[config.mk]
export PLATFORM = sky130hd
export DESIGN_NAME = uart_tx_buffer_flat
export DESIGN_NICKNAME = d
export VERILOG_FILES = /design/src/rtl/uart_tx_buffer_pkg.sv /design/src/rtl/uart_tx_buffer_if.sv /design/src/rtl/uart_tx_buffer_fifo.sv /design/src/rtl/uart_tx_buffer.sv /design/src/flat_wrapper.sv
export SDC_FILE = /design/constraint.sdc
export NUM_CORES = 1
export LEC_CHECK = 0
export CORE_MARGIN = 2
export CORE_UTILIZATION = 60
export CTS_BUF_LIST = sky130_fd_sc_hd__clkbuf_8
export DETAILED_ROUTE_END_ITERATION = 16
export GPL_TIMING_DRIVEN = 1
export PLACE_DENSITY = 0.8
export SLEW_MARGIN = 10
export SYNTH_ARGS = -nofsm -noshare
export SYNTH_HDL_FRONTEND = slang
export SYNTH_SLANG_ARGS = --single-unit
[constraint.sdc]
create_clock -name clk -period 4.8 [get_ports clk]
set_clock_uncertainty 0.2 [all_clocks]
set_input_delay 0.72 -clock clk [delete_from_list [all_inputs] [get_ports clk]]
set_output_delay 0.72 -clock clk [all_outputs]
set_load 0.005 [all_outputs]
[src/rtl/uart_tx_buffer_pkg.sv]
// Shared definitions for the UART TX buffer: data width, drain FSM states, timer sizing.
package uart_tx_buffer_pkg;

    localparam int DATA_W = 8;

    typedef enum logic [2:0] {
        ST_IDLE      = 3'd0,
        ST_LOAD      = 3'd1,
        ST_START     = 3'd2,
        ST_WAIT_BUSY = 3'd3,
        ST_WAIT_DONE = 3'd4
    } drain_state_e;

    // Width of a counter that must reach tmo-1; never narrower than one bit.
    function automatic int timer_width(input int tmo);
        return (tmo > 2) ? $clog2(tmo) : 1;
    endfunction

endpackage

[src/rtl/uart_tx_buffer_if.sv]
// Receiver-side, transmitter-side and status signals of the UART TX buffer.
interface uart_tx_buffer_if
    import uart_tx_buffer_pkg::*;
#(
    parameter int ADDR_W = 4
);
    logic              in_valid;
    logic [DATA_W-1:0] in_data;
    logic              tx_done;
    logic              ovf_clr;
    logic              tx_flag;
    logic [DATA_W-1:0] tx_data;
    logic [ADDR_W:0]   fifo_count;
    logic              fifo_empty;
    logic              fifo_full;
    logic              overflow;

    modport master (
        output in_valid, in_data, tx_done, ovf_clr,
        input  tx_flag, tx_data, fifo_count, fifo_empty, fifo_full, overflow
    );

    modport slave (
        input  in_valid, in_data, tx_done, ovf_clr,
        output tx_flag, tx_data, fifo_count, fifo_empty, fifo_full, overflow
    );
endinterface

[src/rtl/uart_tx_buffer_fifo.sv]
// Byte FIFO: circular storage, wrapping pointers and a separate occupancy count.
// Pushes while full and pops while empty are ignored; the caller flags dropped pushes.
module uart_byte_fifo
    import uart_tx_buffer_pkg::*;
#(
    parameter int ADDR_W = 4
) (
    input  logic              clk,
    input  logic              sys_rst_n,
    input  logic              push_i,
    input  logic [DATA_W-1:0] push_data_i,
    input  logic              pop_i,
    output logic [DATA_W-1:0] rd_data_o,
    output logic [ADDR_W:0]   count_o,
    output logic              empty_o,
    output logic              full_o
);
    localparam int              DEPTH   = 2 ** ADDR_W;
    localparam logic [ADDR_W:0] CNT_ONE = (ADDR_W + 1)'(1);
    localparam logic [ADDR_W:0] CNT_MAX = (ADDR_W + 1)'(DEPTH);
    localparam logic [ADDR_W-1:0] PTR_ONE = ADDR_W'(1);

    logic [DATA_W-1:0] mem_q [DEPTH];
    logic [DATA_W-1:0] rd_data_q;
    logic [ADDR_W-1:0] wr_ptr_q, rd_ptr_q;
    logic [ADDR_W:0]   count_q, count_d;
    logic              empty_q, full_q;
    logic              wr_en, rd_en;

    assign wr_en = push_i && !full_q;
    assign rd_en = pop_i && !empty_q;

    always_comb begin
        // NOTE: default assigned first so every path drives count_d and no latch is inferred.
        count_d = count_q;
        if (wr_en && !rd_en) begin
            count_d = count_q + CNT_ONE;
        end else if (rd_en && !wr_en) begin
            count_d = count_q - CNT_ONE;
        end
    end

    always_ff @(posedge clk or negedge sys_rst_n) begin
        if (!sys_rst_n) begin
            wr_ptr_q <= '0;
            rd_ptr_q <= '0;
            count_q  <= '0;
            empty_q  <= 1'b1;
            full_q   <= 1'b0;
        end else begin
            // NOTE: non-blocking assignments so every register samples pre-edge values.
            if (wr_en) wr_ptr_q <= wr_ptr_q + PTR_ONE;
            if (rd_en) rd_ptr_q <= rd_ptr_q + PTR_ONE;
            count_q <= count_d;
            empty_q <= (count_d == '0);
            full_q  <= (count_d == CNT_MAX);
        end
    end

    // NOTE: storage has no reset; pointers and count alone decide which entries are valid.
    always_ff @(posedge clk) begin
        if (wr_en) mem_q[wr_ptr_q] <= push_data_i;
        if (rd_en) rd_data_q <= mem_q[rd_ptr_q];
    end

    assign rd_data_o = rd_data_q;
    assign count_o   = count_q;
    assign empty_o   = empty_q;
    assign full_o    = full_q;
endmodule

[src/rtl/uart_tx_buffer.sv]
// Buffers received bytes and feeds them one at a time to the transmitter via tx_flag/tx_done.
// Holds the push edge detector, sticky overflow flag, drain FSM and busy-wait timeout.
module uart_tx_buffer
    import uart_tx_buffer_pkg::*;
#(
    parameter int ADDR_W   = 4,
    parameter bit EDGE_DET = 1'b1,
    parameter int BUSY_TMO = 8
) (
    input  logic            clk,
    input  logic            sys_rst_n,
    uart_tx_buffer_if.slave bus
);
    localparam int               TMR_W    = timer_width(BUSY_TMO);
    localparam logic [TMR_W-1:0] TMR_LAST = TMR_W'(BUSY_TMO - 1);
    localparam logic [TMR_W-1:0] TMR_ONE  = TMR_W'(1);

    drain_state_e      state_q, state_d;
    logic [TMR_W-1:0]  timer_q, timer_d;
    logic              in_valid_q;
    logic              overflow_q, overflow_d;
    logic              tx_flag_q, tx_flag_d;
    logic [DATA_W-1:0] tx_data_q, tx_data_d;
    logic              push, pop, load;
    logic [DATA_W-1:0] fifo_rd_data;
    logic              fifo_empty, fifo_full;

    assign push = EDGE_DET ? (bus.in_valid && !in_valid_q) : bus.in_valid;

    uart_byte_fifo #(
        .ADDR_W (ADDR_W)
    ) u_fifo (
        .clk         (clk),
        .sys_rst_n   (sys_rst_n),
        .push_i      (push),
        .push_data_i (bus.in_data),
        .pop_i       (pop),
        .rd_data_o   (fifo_rd_data),
        .count_o     (bus.fifo_count),
        .empty_o     (fifo_empty),
        .full_o      (fifo_full)
    );

    // A drop wins over a same-cycle clear so the lost byte is never hidden.
    always_comb begin
        overflow_d = overflow_q;
        if (push && fifo_full) begin
            overflow_d = 1'b1;
        end else if (bus.ovf_clr) begin
            overflow_d = 1'b0;
        end
    end

    always_comb begin
        state_d = state_q;
        timer_d = timer_q;
        pop     = 1'b0;
        load    = 1'b0;
        unique case (state_q)
            ST_IDLE: begin
                if (!fifo_empty && bus.tx_done) begin
                    pop     = 1'b1;
                    state_d = ST_LOAD;
                end
            end
            ST_LOAD: begin
                load    = 1'b1;
                state_d = ST_START;
            end
            ST_START: begin
                timer_d = '0;
                state_d = ST_WAIT_BUSY;
            end
            ST_WAIT_BUSY: begin
                // A transmitter that never signals busy must not stall the buffer.
                if (!bus.tx_done || (timer_q == TMR_LAST)) begin
                    state_d = ST_WAIT_DONE;
                end else begin
                    timer_d = timer_q + TMR_ONE;
                end
            end
            ST_WAIT_DONE: begin
                if (bus.tx_done) state_d = ST_IDLE;
            end
            default: state_d = ST_IDLE;
        endcase
    end

    assign tx_flag_d = (state_d == ST_START);
    assign tx_data_d = load ? fifo_rd_data : tx_data_q;

    always_ff @(posedge clk or negedge sys_rst_n) begin
        if (!sys_rst_n) begin
            state_q    <= ST_IDLE;
            timer_q    <= '0;
            in_valid_q <= 1'b0;
            overflow_q <= 1'b0;
            tx_flag_q  <= 1'b0;
            tx_data_q  <= '0;
        end else begin
            state_q    <= state_d;
            timer_q    <= timer_d;
            in_valid_q <= bus.in_valid;
            overflow_q <= overflow_d;
            tx_flag_q  <= tx_flag_d;
            tx_data_q  <= tx_data_d;
        end
    end

    assign bus.tx_flag    = tx_flag_q;
    assign bus.tx_data    = tx_data_q;
    assign bus.fifo_empty = fifo_empty;
    assign bus.fifo_full  = fifo_full;
    assign bus.overflow   = overflow_q;
endmodule
[src/flat_wrapper.sv]
// flat-port wrapper written by rule: the top's interface ports become plain ports
module uart_tx_buffer_flat import uart_tx_buffer_pkg::*;
#(
    parameter int ADDR_W   = 4,
    parameter bit EDGE_DET = 1'b1,
    parameter int BUSY_TMO = 8
)
  (clk, sys_rst_n, bus_in_valid, bus_in_data, bus_tx_done, bus_ovf_clr, bus_tx_flag, bus_tx_data, bus_fifo_count, bus_fifo_empty, bus_fifo_full, bus_overflow);
  uart_tx_buffer_if #(.ADDR_W(ADDR_W)) bus_i ();
  input  logic clk;
  input  logic sys_rst_n;
  input wire logic [$bits(bus_i.in_valid)-1:0] bus_in_valid;
  input wire logic [$bits(bus_i.in_data)-1:0] bus_in_data;
  input wire logic [$bits(bus_i.tx_done)-1:0] bus_tx_done;
  input wire logic [$bits(bus_i.ovf_clr)-1:0] bus_ovf_clr;
  output wire logic [$bits(bus_i.tx_flag)-1:0] bus_tx_flag;
  output wire logic [$bits(bus_i.tx_data)-1:0] bus_tx_data;
  output wire logic [$bits(bus_i.fifo_count)-1:0] bus_fifo_count;
  output wire logic [$bits(bus_i.fifo_empty)-1:0] bus_fifo_empty;
  output wire logic [$bits(bus_i.fifo_full)-1:0] bus_fifo_full;
  output wire logic [$bits(bus_i.overflow)-1:0] bus_overflow;
  assign bus_i.in_valid = bus_in_valid;
  assign bus_i.in_data = bus_in_data;
  assign bus_i.tx_done = bus_tx_done;
  assign bus_i.ovf_clr = bus_ovf_clr;
  assign bus_tx_flag = bus_i.tx_flag;
  assign bus_tx_data = bus_i.tx_data;
  assign bus_fifo_count = bus_i.fifo_count;
  assign bus_fifo_empty = bus_i.fifo_empty;
  assign bus_fifo_full = bus_i.fifo_full;
  assign bus_overflow = bus_i.overflow;
  uart_tx_buffer #(.ADDR_W(ADDR_W), .EDGE_DET(EDGE_DET), .BUSY_TMO(BUSY_TMO)) u_core (.clk(clk), .sys_rst_n(sys_rst_n), .bus(bus_i));
endmodule
==> impl_metrics.prom <==
# TYPE chip_impl_metric gauge
chip_impl_metric{name="first_iter_violations",unit=""} 290
chip_impl_metric{name="post-place-cells",unit=""} 554
chip_impl_info{name="setup.worst_path.class",value="flop to flop"} 1
chip_impl_metric{name="placeable_core_region",unit="µm²"} 10900
chip_impl_metric{name="finish.cell_count_without_fillers",unit=""} 586
chip_impl_metric{name="hold-path-cell-count",unit=""} 1
chip_impl_metric{name="starting_density",unit="%"} 62.0
chip_impl_metric{name="post_synthesis_net_count",unit=""} 422
chip_impl_metric{name="n_fill_cell",unit=""} 698
chip_impl_info{name="hold_end",value="u_core.bus.tx_data[1]"} 1
chip_impl_metric{name="gp_routability_congestion",unit=""} 0.850
chip_impl_metric{name="maxCapViolCount",unit=""} 0
chip_impl_metric{name="p_int",unit="mW"} 2.90
chip_impl_info{name="worstReg2RegEnd",value="u_core.u_fifo.rd_data_o[3]"} 1
chip_impl_metric{name="port-buffer-count",unit=""} 29
chip_impl_metric{name="p_seq_share",unit="%"} 48.0
chip_impl_metric{name="global_route.usage.total",unit="%"} 23.4
chip_impl_metric{name="post-route-drc-count",unit=""} 0
chip_impl_metric{name="p_comb_share",unit="%"} 28.1
chip_impl_metric{name="vias_per_cell",unit=""} 6.22
chip_impl_info{name="hold_path_class",value="flop to flop"} 1
chip_impl_metric{name="fraction_of_final_layout_cells_with_drive_strength_greater_than_1",unit="%"} 18.8
chip_impl_info{name="clock_tree.root_cell",value="sky130_fd_sc_hd__clkbuf_8"} 1
chip_impl_metric{name="fin_ws",unit="ns"} 1.89
chip_impl_metric{name="timing.reg2reg.setup_slack",unit="ns"} 1.89
chip_impl_metric{name="sequential_to_total_area_share_from_yosys_stat",unit="%"} 72.0
chip_impl_metric{name="library_cells_used_by_synthesis",unit=""} 47
chip_impl_metric{name="die_y",unit="µm"} 110
chip_impl_metric{name="synth_area_per_cell",unit="µm²"} 17.0
chip_impl_metric{name="clockPowerShare",unit="%"} 23.9
chip_impl_metric{name="final_core_util",unit="%"} 69.6
chip_impl_info{name="synthFlopType",value="sky130_fd_sc_hd__edfxtp_1"} 1
chip_impl_metric{name="die_w",unit="µm"} 110
chip_impl_metric{name="tritoncts_buffers",unit=""} 17
chip_impl_metric{name="via_count_of_the_first_global_routing_pass",unit=""} 3630
chip_impl_metric{name="postCtsSetupRepairBufs",unit=""} 0
chip_impl_metric{name="worst_r2r_path_depth",unit=""} 4
chip_impl_info{name="mostFrequentLayoutCell",value="sky130_fd_sc_hd__edfxtp_1"} 1
chip_impl_info{name="rsz0062_at_grt",value="false"} 1
chip_impl_metric{name="fin_tns_setup",unit="ns"} 0
chip_impl_metric{name="antennaDiodeCount",unit=""} 0
chip_impl_info{name="tritoncts",value="done"} 1
chip_impl_metric{name="synth.yosys.warnings",unit=""} 0
chip_impl_metric{name="max_freq",unit="MHz"} 343
chip_impl_metric{name="post_syn_area",unit="µm²"} 6780
chip_impl_metric{name="die_area",unit="µm²"} 12200
chip_impl_metric{name="layout_min_cycle_time",unit="ns"} 2.91
chip_impl_metric{name="route.antenna.remaining_nets",unit=""} 0
chip_impl_metric{name="final_net_count",unit=""} 455
chip_impl_metric{name="final-hold-violation-count",unit=""} 0
chip_impl_metric{name="post_cts.resized_instances",unit=""} 0
chip_impl_info{name="hold_path.startpoint",value="u_core.u_fifo.rd_data_o[1]"} 1
chip_impl_metric{name="drt_pass1_iterations",unit=""} 6
chip_impl_metric{name="holdBufCountCts",unit=""} 0
chip_impl_metric{name="post_drt_wl_per_cell",unit="µm"} 21.8
chip_impl_metric{name="hold-worst-slack",unit="ns"} 0.283
chip_impl_metric{name="number_of_synthesized_flops_with_an_enable_pin",unit=""} 136
chip_impl_metric{name="dp_wirelength",unit="mm"} 8.30
chip_impl_info{name="cp-end-kind",value="flop"} 1
chip_impl_metric{name="tightestPinTransition",unit="ns"} 1.23
chip_impl_metric{name="h-tree-depth",unit=""} 4
chip_impl_info{name="reg2reg_from",value="u_core.u_fifo.rd_ptr_q[1]"} 1
chip_impl_metric{name="number_of_antenna_violations_at_the_first_check_in_global_routing",unit=""} 0
chip_impl_metric{name="grt_max_degree",unit=""} 33
chip_impl_metric{name="placement.setup.worst_slack",unit="ns"} 1.51
chip_impl_metric{name="fp_rows",unit=""} 38
chip_impl_metric{name="vias",unit=""} 3643
chip_impl_metric{name="max-clock-path-buffers",unit=""} 2
chip_impl_metric{name="ys_ff_latch",unit=""} 168
chip_impl_metric{name="worst-endpoint-arrival",unit="ns"} 2.91
chip_impl_metric{name="report.final.setup_viol",unit=""} 0
chip_impl_metric{name="placed_area",unit="µm²"} 7200
chip_impl_metric{name="grt_pass1_wl",unit="mm"} 19.8
chip_impl_metric{name="power.static_leakage",unit="nW"} 2.64
chip_impl_metric{name="cts.sink_count",unit=""} 168
chip_impl_metric{name="ir_drop",unit="V"} 0.000338
chip_impl_metric{name="synth_async_sr_flop_share",unit="%"} 19.0
chip_impl_metric{name="layout.cell_area.non_filler",unit="µm²"} 7610
chip_impl_metric{name="timing.critical_path.required",unit="ns"} 4.80
chip_impl_info{name="status",value="complete, no violations"} 1
chip_impl_metric{name="final_min_period_over_clock_period",unit="%"} 60.7
chip_impl_metric{name="clock_latency",unit="ns"} 0.46
chip_impl_info{name="start_kind",value="flop"} 1
chip_impl_metric{name="fraction_of_power_spent_switching_nets",unit="%"} 32.3
chip_impl_info{name="layout.cells.most_common_list",value="136 x sky130_fd_sc_hd__edfxtp_1, 30 x sky130_fd_sc_hd__dfrtp_1, 29 x sky130_fd_sc_hd__clkdlybuf4s50_1"} 1
chip_impl_metric{name="boundaryPins",unit=""} 30
chip_impl_metric{name="area_delta_synth_final",unit="%"} 12.2
chip_impl_metric{name="power_per_cell_area",unit="nW/µm²"} 562
chip_impl_metric{name="path_clk_slew",unit="ns"} 0.10
chip_impl_metric{name="final-max-slew-violation-count",unit=""} 0
chip_impl_metric{name="overflow",unit=""} 0
chip_impl_metric{name="worst-path-max-fanout",unit=""} 21
chip_impl_metric{name="synthesis.instances",unit=""} 400
chip_impl_metric{name="netSwitchingPower",unit="mW"} 1.38
chip_impl_metric{name="power.total",unit="mW"} 4.28
chip_impl_metric{name="worst_slew_margin_rel",unit="%"} 17.7
chip_impl_metric{name="drt-total-wl",unit="mm"} 12.8
## layout make-up
cell class | instances | area, µm² | area share, %
sequential | 168 | 4890 | 64.2
multi-input combinational | 206 | 1780 | 23.4
timing repair buffer | 32 | 325 | 4.27
clock buffer | 18 | 248 | 3.26
tap | 140 | 175 | 2.30
clock inverter | 14 | 161 | 2.12
inverter | 8 | 30.0 | 0.395
## state kept, by name, indices dropped and copies added, names as in the netlist
register / flops
u_core.bus.tx_flag: 1
u_core.in_valid_q: 1
u_core.u_fifo.mem_q: 128
u_core.state_q: 3
u_core.bus.tx_data: 8
u_core.u_fifo.rd_ptr_q: 4
u_core.u_fifo.full_o: 1
u_core.u_fifo.wr_ptr_q: 4
u_core.u_fifo.rd_data_o: 8
u_core.u_fifo.count_o: 5
u_core.u_fifo.empty_o: 1
u_core.timer_q: 3
u_core.bus.overflow: 1
## worst max-delay path, cell delays in order (launching register included)
cell and delay, ns:
sky130_fd_sc_hd__dfrtp_1 0.72, sky130_fd_sc_hd__nor2b_1 1.07, sky130_fd_sc_hd__a221oi_1 0.31, sky130_fd_sc_hd__a22oi_1 0.26, sky130_fd_sc_hd__nand2_1 0.10
## power groups by stage
stage          combinational [mW]  sequential [mW]  clock (mW)
2_1_floorplan               0.910             1.92           0
3_3_place_gp                 1.15             2.07           0
3_5_place_dp                 1.18             2.09           0
4_1_cts                      1.20             2.06        1.04
5_1_grt                      1.31             2.09        1.10
6_report                     1.20             2.05        1.02
## Yosys cell counts (3+ instances only)
cell type,n,area (µm²)
sky130_fd_sc_hd__edfxtp_1,136,4080
sky130_fd_sc_hd__dfrtp_1,31,776
sky130_fd_sc_hd__mux2i_1,25,250
sky130_fd_sc_hd__nand2_1,21,78.8
sky130_fd_sc_hd__o21ai_0,21,105
sky130_fd_sc_hd__mux2_2,19,214
sky130_fd_sc_hd__mux4_2,16,360
sky130_fd_sc_hd__nor2_1,16,60.1
sky130_fd_sc_hd__a21oi_1,9,45.0
sky130_fd_sc_hd__clkbuf_1,9,33.8
sky130_fd_sc_hd__ha_1,9,113
sky130_fd_sc_hd__a221oi_1,8,70.1
sky130_fd_sc_hd__a22oi_1,8,60.1
sky130_fd_sc_hd__inv_1,7,26.3
sky130_fd_sc_hd__nor3_1,7,35.0
sky130_fd_sc_hd__xnor2_1,7,61.3
sky130_fd_sc_hd__buf_2,6,30.0
sky130_fd_sc_hd__nand2b_1,6,37.5
sky130_fd_sc_hd__a22o_2,3,30.0
sky130_fd_sc_hd__nand3_1,3,15.0
sky130_fd_sc_hd__nand4_1,3,18.8
sky130_fd_sc_hd__o22ai_1,3,18.8
## cells by family (layout without fill, tap and decap cells)
kind of cell | after synthesis | in the layout | share of synthesized area (%)
mux | 60 | 60 | 12.2
fa+ha+maj | 9 | 9 | 1.66
buf+inv | 26 | 72 | 1.66
flops | 168 | 168 | 72.0
simple gates | 69 | 69 | 5.33
xor+xnor | 9 | 9 | 1.27
compound gates | 59 | 59 | 5.87
## routing by layer
layer,up-vias,global-route usage (%),share of wire [%]
li1,1630,-,-
met1,1827,31.5,42
met2,163,36.1,50
met3,23,6.11,6.5
met4,0,11.1,2.0
met5,-,0,0
## how the worst max path moves through the flow
| stage | startpoint | slack [ns] | to | depth (start not counted) |
|---|---|---|---|---|
| after floorplan | bus_in_valid | 2.25 | u_core.u_fifo.mem_q[3][0] | 4 |
| after global placement | bus_in_valid | 1.64 | u_core.u_fifo.mem_q[1][6] | 5 |
| after detailed placement | bus_in_valid | 1.51 | u_core.u_fifo.mem_q[3][6] | 5 |
| after CTS | u_core.u_fifo.rd_ptr_q[1] | 1.95 | u_core.u_fifo.rd_data_o[3] | 4 |
| after global routing | u_core.u_fifo.rd_ptr_q[1] | 1.67 | u_core.u_fifo.rd_data_o[3] | 4 |
| final | u_core.u_fifo.rd_ptr_q[1] | 1.89 | u_core.u_fifo.rd_data_o[3] | 4 |
Power figures use the tool's default switching activity.
